[src/rtl/uart_cmd_parser_pkg.sv]
// Shared types and constants for the UART command frame parser.
package uart_cmd_parser_pkg;

  localparam int unsigned BYTE_W = 8;
  localparam int unsigned DATA_W = 16;
  localparam int unsigned CODE_W = 2;

  localparam logic [BYTE_W-1:0] HEADER = 8'hAA;

  localparam int unsigned TIMEOUT_CYCLES = 50000;

  localparam logic [DATA_W-1:0] ON_TIME_MAX     = 16'd400;
  localparam logic [DATA_W-1:0] ON_TIME_DEFAULT = 16'd0;
  localparam logic [DATA_W-1:0] PERIOD_DEFAULT  = 16'd10000;

  localparam logic [BYTE_W-1:0] CMD_ON_TIME = 8'h01;
  localparam logic [BYTE_W-1:0] CMD_PERIOD  = 8'h02;
  localparam logic [BYTE_W-1:0] CMD_ENABLE  = 8'h03;

  localparam logic [CODE_W-1:0] ERR_NONE    = 2'd0;
  localparam logic [CODE_W-1:0] ERR_CHK     = 2'd1;
  localparam logic [CODE_W-1:0] ERR_TIMEOUT = 2'd2;
  localparam logic [CODE_W-1:0] ERR_CMD     = 2'd3;

  typedef enum logic [2:0] {
    ST_IDLE    = 3'd0,
    ST_CMD     = 3'd1,
    ST_DATA_LO = 3'd2,
    ST_DATA_HI = 3'd3,
    ST_CHECK   = 3'd4
  } state_e;

  // Counter width able to hold values 0..n-1 (at least one bit).
  function automatic int unsigned cnt_width(input int unsigned n);
    return (n > 1) ? $clog2(n) : 1;
  endfunction

endpackage

[src/rtl/uart_cmd_parser_byte_timeout.sv]
// Inter-byte watchdog: flags when a frame stalls for CYCLES clocks.
module uart_cmd_parser_byte_timeout
  import uart_cmd_parser_pkg::*;
#(
  parameter int unsigned CYCLES = TIMEOUT_CYCLES
) (
  input  logic clk,
  input  logic rst_n,
  input  logic clear,
  input  logic run,
  output logic expire_c
);

  localparam int unsigned CW = cnt_width(CYCLES);
  localparam logic [CW-1:0] LIMIT = CW'(CYCLES - 1);

  logic [CW-1:0] cnt_q;
  logic [CW-1:0] cnt_d;

  // A byte always beats a coincident expiry, so clear masks the strobe.
  assign expire_c = run && !clear && (cnt_q == LIMIT);

  // Next count: reset on byte, idle or expiry, otherwise increment.
  always_comb begin
    cnt_d = cnt_q;
    if (clear || !run || expire_c) begin
      cnt_d = '0;
    end else begin
      cnt_d = cnt_q + CW'(1);
    end
  end

  // Counter register.
  always_ff @(posedge clk or negedge rst_n) begin
    if (!rst_n) begin
      cnt_q <= '0;
    end else begin
      cnt_q <= cnt_d;
    end
  end

endmodule

[src/rtl/uart_cmd_parser.sv]
// Assembles 5-byte command frames from the UART byte stream and applies
// validated commands to the interrupter settings registers.
module uart_cmd_parser
  import uart_cmd_parser_pkg::*;
#(
  parameter int unsigned TIMEOUT_CYCLES = uart_cmd_parser_pkg::TIMEOUT_CYCLES
) (
  input  logic        clk,
  input  logic        rst_n,
  input  logic [7:0]  byte_in,
  input  logic        byte_valid,
  output logic [15:0] on_time,
  output logic [15:0] period,
  output logic        out_en,
  output logic        cmd_ok,
  output logic        err,
  output logic [1:0]  err_code
);

  state_e              state_q, state_d;
  logic [BYTE_W-1:0]   cmd_q, cmd_d;
  logic [BYTE_W-1:0]   lo_q, lo_d;
  logic [BYTE_W-1:0]   hi_q, hi_d;
  logic [DATA_W-1:0]   on_time_q, on_time_d;
  logic [DATA_W-1:0]   period_q, period_d;
  logic                out_en_q, out_en_d;
  logic                cmd_ok_q, cmd_ok_d;
  logic                err_q, err_d;
  logic [CODE_W-1:0]   err_code_q, err_code_d;

  logic                expire_c;
  logic [BYTE_W-1:0]   chk_c;
  logic [DATA_W-1:0]   data_c;

  assign chk_c  = cmd_q ^ lo_q ^ hi_q;
  assign data_c = {hi_q, lo_q};

  uart_cmd_parser_byte_timeout #(
    .CYCLES (TIMEOUT_CYCLES)
  ) u_timeout (
    .clk      (clk),
    .rst_n    (rst_n),
    .clear    (byte_valid),
    .run      (state_q != ST_IDLE),
    .expire_c (expire_c)
  );

  // Frame sequencing, validation and register update.
  always_comb begin
    state_d    = state_q;
    cmd_d      = cmd_q;
    lo_d       = lo_q;
    hi_d       = hi_q;
    on_time_d  = on_time_q;
    period_d   = period_q;
    out_en_d   = out_en_q;
    err_code_d = err_code_q;
    cmd_ok_d   = 1'b0;
    err_d      = 1'b0;

    if (byte_valid) begin
      case (state_q)
        ST_IDLE: begin
          if (byte_in == HEADER) state_d = ST_CMD;
        end
        ST_CMD: begin
          cmd_d   = byte_in;
          state_d = ST_DATA_LO;
        end
        ST_DATA_LO: begin
          lo_d    = byte_in;
          state_d = ST_DATA_HI;
        end
        ST_DATA_HI: begin
          hi_d    = byte_in;
          state_d = ST_CHECK;
        end
        ST_CHECK: begin
          state_d = ST_IDLE;
          if (byte_in != chk_c) begin
            err_d      = 1'b1;
            err_code_d = ERR_CHK;
          end else begin
            case (cmd_q)
              CMD_ON_TIME: begin
                on_time_d = (data_c > ON_TIME_MAX) ? ON_TIME_MAX : data_c;
                cmd_ok_d  = 1'b1;
              end
              CMD_PERIOD: begin
                if (data_c == '0) begin
                  err_d      = 1'b1;
                  err_code_d = ERR_CMD;
                end else begin
                  period_d = data_c;
                  cmd_ok_d = 1'b1;
                end
              end
              CMD_ENABLE: begin
                out_en_d = lo_q[0];
                cmd_ok_d = 1'b1;
              end
              default: begin
                err_d      = 1'b1;
                err_code_d = ERR_CMD;
              end
            endcase
          end
        end
        default: state_d = ST_IDLE;
      endcase
    end else if (expire_c) begin
      state_d    = ST_IDLE;
      err_d      = 1'b1;
      err_code_d = ERR_TIMEOUT;
    end
  end

  // State and settings registers.
  always_ff @(posedge clk or negedge rst_n) begin
    if (!rst_n) begin
      state_q    <= ST_IDLE;
      cmd_q      <= '0;
      lo_q       <= '0;
      hi_q       <= '0;
      on_time_q  <= ON_TIME_DEFAULT;
      period_q   <= PERIOD_DEFAULT;
      out_en_q   <= 1'b0;
      cmd_ok_q   <= 1'b0;
      err_q      <= 1'b0;
      err_code_q <= ERR_NONE;
    end else begin
      state_q    <= state_d;
      cmd_q      <= cmd_d;
      lo_q       <= lo_d;
      hi_q       <= hi_d;
      on_time_q  <= on_time_d;
      period_q   <= period_d;
      out_en_q   <= out_en_d;
      cmd_ok_q   <= cmd_ok_d;
      err_q      <= err_d;
      err_code_q <= err_code_d;
    end
  end

  assign on_time  = on_time_q;
  assign period   = period_q;
  assign out_en   = out_en_q;
  assign cmd_ok   = cmd_ok_q;
  assign err      = err_q;
  assign err_code = err_code_q;

endmodule

[config.mk]
export PLATFORM = sky130hd
export DESIGN_NAME = uart_cmd_parser
export DESIGN_NICKNAME = d
export VERILOG_FILES = /design/src/rtl/uart_cmd_parser_pkg.sv /design/src/rtl/uart_cmd_parser_byte_timeout.sv /design/src/rtl/uart_cmd_parser.sv
export SDC_FILE = /design/constraint.sdc
export NUM_CORES = 1
export LEC_CHECK = 0
export CORE_ASPECT_RATIO = 0.9
export CORE_MARGIN = 4
export CORE_UTILIZATION = 59
export DETAILED_ROUTE_END_ITERATION = 16
export GPL_ROUTABILITY_DRIVEN = 0
export PLACE_DENSITY = 0.95
export RECOVER_POWER = 25
export SLEW_MARGIN = 15
export SYNTH_ARGS = -nofsm -noshare
export SYNTH_HDL_FRONTEND = slang
export SYNTH_HIERARCHICAL = 1
export SYNTH_SLANG_ARGS = --single-unit
[constraint.sdc]
create_clock -name clk -period 4.5 [get_ports clk]
set_input_delay 0.675 -clock clk [delete_from_list [all_inputs] [get_ports clk]]
set_output_delay 0.675 -clock clk [all_outputs]
set_load 0.01 [all_outputs]
==> reports/qor.yml, run 1 <==
met2_length_um: 3578
clkLatencyLatePin_ps: 350
cts_num_sinks: 80
synthFlopType: "dfrtp_1"
ir_worst_vdd_uv: 317.1
top_layer: "met4"
ant_nets: 0
place_area_mm2: 0.004282
synth_top_area_cell: "dfrtp_1"
intPower_uw: 1462
nets: 363
num_io_pins: 48
tns_ps: 0
cts_root_buf: "clkbuf_8"
cp.arrival_ps: 3340
hpwl_um: 5096
dieArea_mm2: 0.007655
cts_tree: "yes"
firstDrtPassIters: 6
die_w_um: 91.78
clkTransAtPathRegs_ps: 80
multi_input_area_mm2: 0.001633
final_common_cell: "dfrtp_1"
slew_viol_final: 81
die_h_um: 83.41
wl_per_cell_um: 16.62
p_sw_uw: 725.2
start_util_pct: 60.96
status: "complete, but fails checks"
finalCritPeriodShare_pct: 68.75
r2r-end: "on_time[4]"
hold_path_class: "reg -> reg"
row_count: 27
switching_share_pct: 33.16
combPwrFrac_pct: 27.2
ys_warn_count: 6
synth_top_area_share_pct: 50.35
drive_gt1_share_pct: 23.03
layout_common_cells: "75 x dfrtp_1, 46 x clkdlybuf4s50_1, 42 x mux2_2, 33 x xnor2_1, 23 x nor2_1"
end_kind: "flip-flop"
violations: "max-capacitance violations, max-slew violations"
slowest_stage: "or4b_2"
grt_util_all_layers_pct: 20.68
routed_wl_um: 7361
antenna_cells: 0
clockPowerShare_pct: 24.4
grt_pass1_wl_um: 12460
cp_slowest_stage_delay_ps: 710
holdBufCountCts: 0
hold-path-cell-count: 1
reg2reg_from: "cmd_q[2]"
drc_errors: 0
max_freq_mhz: 323.2
numPortBuffers: 47
num_vias: 2435
syn_to_final_growth_pct: 20.14
skew_ps: 7.717
cp_data_required_time_ps: 4740
seqPwrFrac_pct: 48.4
wl_met1_um: 3334
power.density_mw_per_mm2: 488.4
via_per_inst: 5.497
fin_crit_ps: 3094
worstMarginPinSlew_ps: 1900
critPathLaunchType: "primary input"
post-cts-setup-buffers: 0
numCtsBuffers: 9
synth_seq_area_share_pct: 53.88
crit_type: "in -> reg"
syn_area_per_cell_um2: 12.59
cts-resized-gates: 0
finalHoldViolations: 0
synthesis.area_mm2: 0.003727
holdCritStartpoint: "on_time[9]"
synth.area.top_cells: "dfrtp_1 50%, mux2_2 13%, xnor2_1 7.8%, dfstp_2 3.5%, nor2_1 2.3%"
timing.max_slew.rel_slack_pct: -26.65
grt_pass1_vias: 2501
syn-num-nets: 308
antenna_found_initial: 0
cts_htree_levels: 3
reg2reg_slack_ps: 1690
drt_first_iter_violations: 182
setup_viol: 0
synth_seq_cells: 80
cts.path.max_buffers: 2
synth_edf_count: 0
wl_met3_um: 363
fin_area_mm2: 0.004478
post_synth_num_cell_types: 47
grt_max_degree: 81
seq_area_mm2: 0.002008
grt-ovfl-total: 0
crit_path_cell_trace: "clkdlybuf4s50_1 -> inv_1 -> or4b_2 -> or3_4 -> nor3_4 -> buf_4 -> mux2_2"
cp_max_fo: 9
rsz0062_at_grt: "false"
whs_endpoint: "on_time[9]"
maxCapViolCount: 1
p_leak_uw: 0.001926
async_flop_share_pct: 100.0
rr_worst_depth: 6
synthCells: 296
num-fill-cells: 393
coreArea_mm2: 0.006115
metal layers:
layer / vias up / global-route usage (%)
li1: 1137 / -
met1: 1229 / 27.32
met2: 58 / 33.44
met3: 11 / 5.707
met4: 0 / 6.208
met5: - / 0
state kept, by name, summed over array words and instances (netlist names):
name	cells
cmd_ok	1
cmd_q	8
err	1
err_code	2
hi_q	8
lo_q	8
on_time	16
out_en	1
period	16
state_q	3
u_timeout/cnt_q	16
worst max path at each step:
stage	start	end	slack, ps	cells past startpoint
3_5_place_dp	byte_valid	on_time[4]	1040	7
6_report	byte_valid	on_time[4]	1410	7
2_1_floorplan	byte_valid	period[11]	1910	5
3_3_place_gp	byte_valid	on_time[4]	1070	7
4_1_cts	byte_valid	on_time[4]	1410	7
5_1_grt	byte_valid	on_time[4]	1280	7
cell usage after synthesis (2+ instances only):
| library cell | n |
|---|---|
| buf_6 | 2 |
| nor4bb_1 | 3 |
| nor2_2 | 3 |
| nor4_2 | 2 |
| nand4_4 | 2 |
| a21oi_1 | 3 |
| dfstp_2 | 5 |
| nand3_1 | 6 |
| dfrtp_1 | 75 |
| xnor2_1 | 33 |
| mux2i_1 | 8 |
| clkbuf_1 | 2 |
| o21ai_0 | 3 |
| nor2_1 | 23 |
| nand2_1 | 18 |
| nor3_1 | 6 |
| nor4_4 | 2 |
| nor4b_1 | 2 |
| xor2_1 | 6 |
| mux2_2 | 42 |
| inv_1 | 13 |
| nand4_1 | 3 |
| and2b_1 | 4 |
| nor2b_1 | 4 |
| nor4_1 | 3 |
| or3_1 | 2 |
cell type report:
type	instances	area share, %
Clock inverter	3	0.8941
Tap cell	87	2.431
Timing Repair Buffer	49	10.73
Inverter	13	1.090
Clock buffer	13	3.548
Multi-Input combinational cell	198	36.46
Sequential cell	80	44.85
worst max-delay path: cells and delay by family:
kind                   cells  cell delay, ps
buffers and inverters      3             930
AND/OR/NAND/NOR            3            1380
multiplexers               1             340
cells by family after synthesis:
kind of cell | share of synthesized area [%]
simple gates | 17.29
mux | 14.84
fa+ha+maj | 0.3356
xor+xnor | 9.164
buf+inv | 2.316
flops | 53.88
compound gates | 2.182
power by group through the flow:
stage	Clock [µW]	Combinational [µW]	Sequential (µW)
after floorplan	0	499	989
after detailed placement	0	596	1070
after CTS	544	599	1050
after global placement	0	574	1050
after global routing	579	651	1080
final	534	595	1060
metrics by stage:
stage / util (%) / setup WS [ps] / hold slack (ps) / total power, µW / std cells
2_1_floorplan: - / 1912 / 379.4 / 1488 / 296
3_3_place_gp: 70.02 / 1073 / 472.5 / 1625 / 427
3_5_place_dp: 70.02 / 1037 / 476.4 / 1662 / 427
4_1_cts: 73.28 / 1410 / 494.1 / 2197 / 443
5_1_grt: 73.24 / 1277 / 499.2 / 2311 / 443
6_report: 73.24 / 1406 / 485.5 / 2187 / 443
(Power assumes the default switching activity.)
==> run 2: changes to the inputs <==
--- a/config.mk
+++ b/config.mk
@@ -7,10 +7,10 @@
 export LEC_CHECK = 0
 export CORE_ASPECT_RATIO = 0.9
 export CORE_MARGIN = 4
-export CORE_UTILIZATION = 59
+export CORE_UTILIZATION = 55
 export DETAILED_ROUTE_END_ITERATION = 16
 export GPL_ROUTABILITY_DRIVEN = 0
-export PLACE_DENSITY = 0.95
+export PLACE_DENSITY = 0.91
 export RECOVER_POWER = 25
 export SLEW_MARGIN = 15
 export SYNTH_ARGS = -nofsm -noshare
==> constraint.sdc (replaced) <==
create_clock -name clk -period 2.96 [get_ports clk]
set_input_delay 0.444 -clock clk [delete_from_list [all_inputs] [get_ports clk]]
set_output_delay 0.444 -clock clk [all_outputs]
set_load 0.01 [all_outputs]
==> reports/qor.yml, run 2 (synthesis gave the netlist of run 1 again) <==
hpwl_um: 5322  # +4.4%
setup_ws_ps: 447.8  # -958.6 ps
start_util_pct: 56.59  # -4.4 points
cts_htree_levels: 3  # unchanged
die_h_um: 86.10  # +3.2%
r2r-end: "on_time[5]"
row_count: 28  # +3.7%
grt-ovfl-total: 0  # unchanged
dp_slack_ps: 75.24  # -961.8 ps
num-fill-cells: 510  # +30%
hold-path-cell-count: 1  # unchanged
syn_to_final_growth_pct: 21.35
cp.arrival_ps: 2790  # -550 ps
reg2reg_from: "cmd_q[2]"
drt_first_iter_violations: 143  # -21%
max_freq_mhz: 398.1
coreArea_mm2: 0.006586  # +7.7%
worstMarginPinSlew_ps: 1933  # +33.22 ps
numCtsBuffers: 9  # unchanged
finalHoldViolations: 0  # unchanged
cp_data_required_time_ps: 3240  # -1500 ps
slew_viol_final: 81  # unchanged
via_per_inst: 5.499  # about the same
wl_per_cell_um: 16.94  # +1.9%
nets: 368  # +1.4%
clkTransAtPathRegs_ps: 80  # about the same
antenna_cells: 0  # unchanged
routed_wl_um: 7640  # +3.8%
rsz0062_at_grt: "false"
timing.max_slew.rel_slack_pct: -28.87  # -2.2 points
cts_tree: "yes"
seq_area_mm2: 0.002008  # unchanged
clkLatencyLatePin_ps: 350  # about the same
multi_input_area_mm2: 0.001633  # unchanged
grt_pass1_vias: 2533  # +1.3%
cts_root_buf: "clkbuf_8"
fin_crit_ps: 2512
grt_util_all_layers_pct: 20.80  # +0.12 points
skew_ps: 12.72  # +5.000 ps
final_common_cell: "dfrtp_1"
grt_max_degree: 81  # unchanged
p_leak_uw: 0.001952  # +1.3%
antenna_found_initial: 0  # unchanged
numPortBuffers: 47  # unchanged
fin_util_pct: 68.67  # -4.6 points
reg2reg_slack_ps: 450  # -1240 ps
maxCapViolCount: 1  # unchanged
setup_viol: 0  # unchanged
status: "complete, but fails checks"
post-cts-setup-buffers: 0  # unchanged
crit_type: "in -> reg"
ant_nets: 0  # unchanged
cp_max_fo: 10  # +1
end_kind: "flip-flop"
cts_num_sinks: 80  # unchanged
dieArea_mm2: 0.008160  # +6.6%
num_io_pins: 48  # unchanged
finalCritPeriodShare_pct: 84.87
firstDrtPassIters: 4  # -2
ir_worst_vdd_uv: 617.1  # +95%
rr_worst_depth: 6  # unchanged
holdCritStartpoint: "on_time[11]"
num_vias: 2480  # +1.8%
layout_common_cells: "75 x dfrtp_1, 46 x clkdlybuf4s50_1, 42 x mux2_2, 33 x xnor2_1, 23 x nor2_1"
holdBufCountCts: 0  # unchanged
tns_ps: 0  # unchanged
grt_pass1_wl_um: 12940  # +3.9%
cts.path.max_buffers: 2  # unchanged
power.density_mw_per_mm2: 734.4  # +50%
drc_errors: 0  # unchanged
hold_path_class: "reg -> reg"
critPathLaunchType: "primary input"
cts-resized-gates: 0  # unchanged
drive_gt1_share_pct: 24.10  # +1.1 points
violations: "max-capacitance violations, max-slew violations"
holdWs_ps: 493.0  # +7.498 ps
die_w_um: 94.78  # +3.3%
whs_endpoint: "on_time[11]"
-- run 2: changes by cell type in the layout (fill, tap and decap cells not counted), sizes merged --
cell	delta
buf	+5
clkinv	+1
clkbuf	-1
-- run 2: worst max-delay path by stage --
stage	cells after the start	endpoint	slack, ps	from
floorplan	5	on_time[4]	520	cmd_q[2]
global placement	7	on_time[6]	170	byte_valid
detailed placement	7	on_time[7]	80	byte_valid
CTS	6	on_time[5]	450	cmd_q[2]
global route	6	on_time[0]	350	cmd_q[2]
finish	7	on_time[5]	450	byte_valid
-- run 2: through the flow --
| stage | cell area [µm²] | power [µW] | cells |
|---|---|---|---|
| 2_1_floorplan | 3727 | 2262 | 296 |
| 4_1_cts | 4526 | 3342 | 451 |
| 6_report | 4523 | 3322 | 451 |
| 3_5_place_dp | 4335 | 2549 | 435 |
| 3_3_place_gp | 4335 | 2479 | 435 |
| 5_1_grt | 4523 | 3525 | 451 |
-- run 2: power by group --
part	leakage, µW	total (µW)	switching, µW	internal (µW)
registers	0.00101	1600	305	1300
clock network	0.000100	785	376	409
logic	0.000843	934	433	501
-- run 2: layout make-up --
type                            instances  share of cell area (%)
Clock buffer                           12                   3.209
Clock inverter                          4                  0.9959
Inverter                               13                   1.079
Multi-Input combinational cell        198                   36.10
Sequential cell                        80                   44.40
Tap cell                               90                   2.490
Timing Repair Buffer                   54                   11.73
-- run 2: routing by layer --
layer | global-route usage, % | up-vias | wire [µm]
met5 | 0 | - | 0
met4 | 4.456 | 0 | 61
met3 | 7.281 | 6 | 330
met2 | 35.60 | 58 | 3943
met1 | 25.45 | 1269 | 3304
li1 | - | 1147 | -
-- run 2: worst max-delay path, stage by stage --
cell and delay [ps]:
clkdlybuf4s50_1 540, inv_1 80, or4b_2 700, or3_4 410
nor3_4 150, buf_4 240, mux2i_1 210
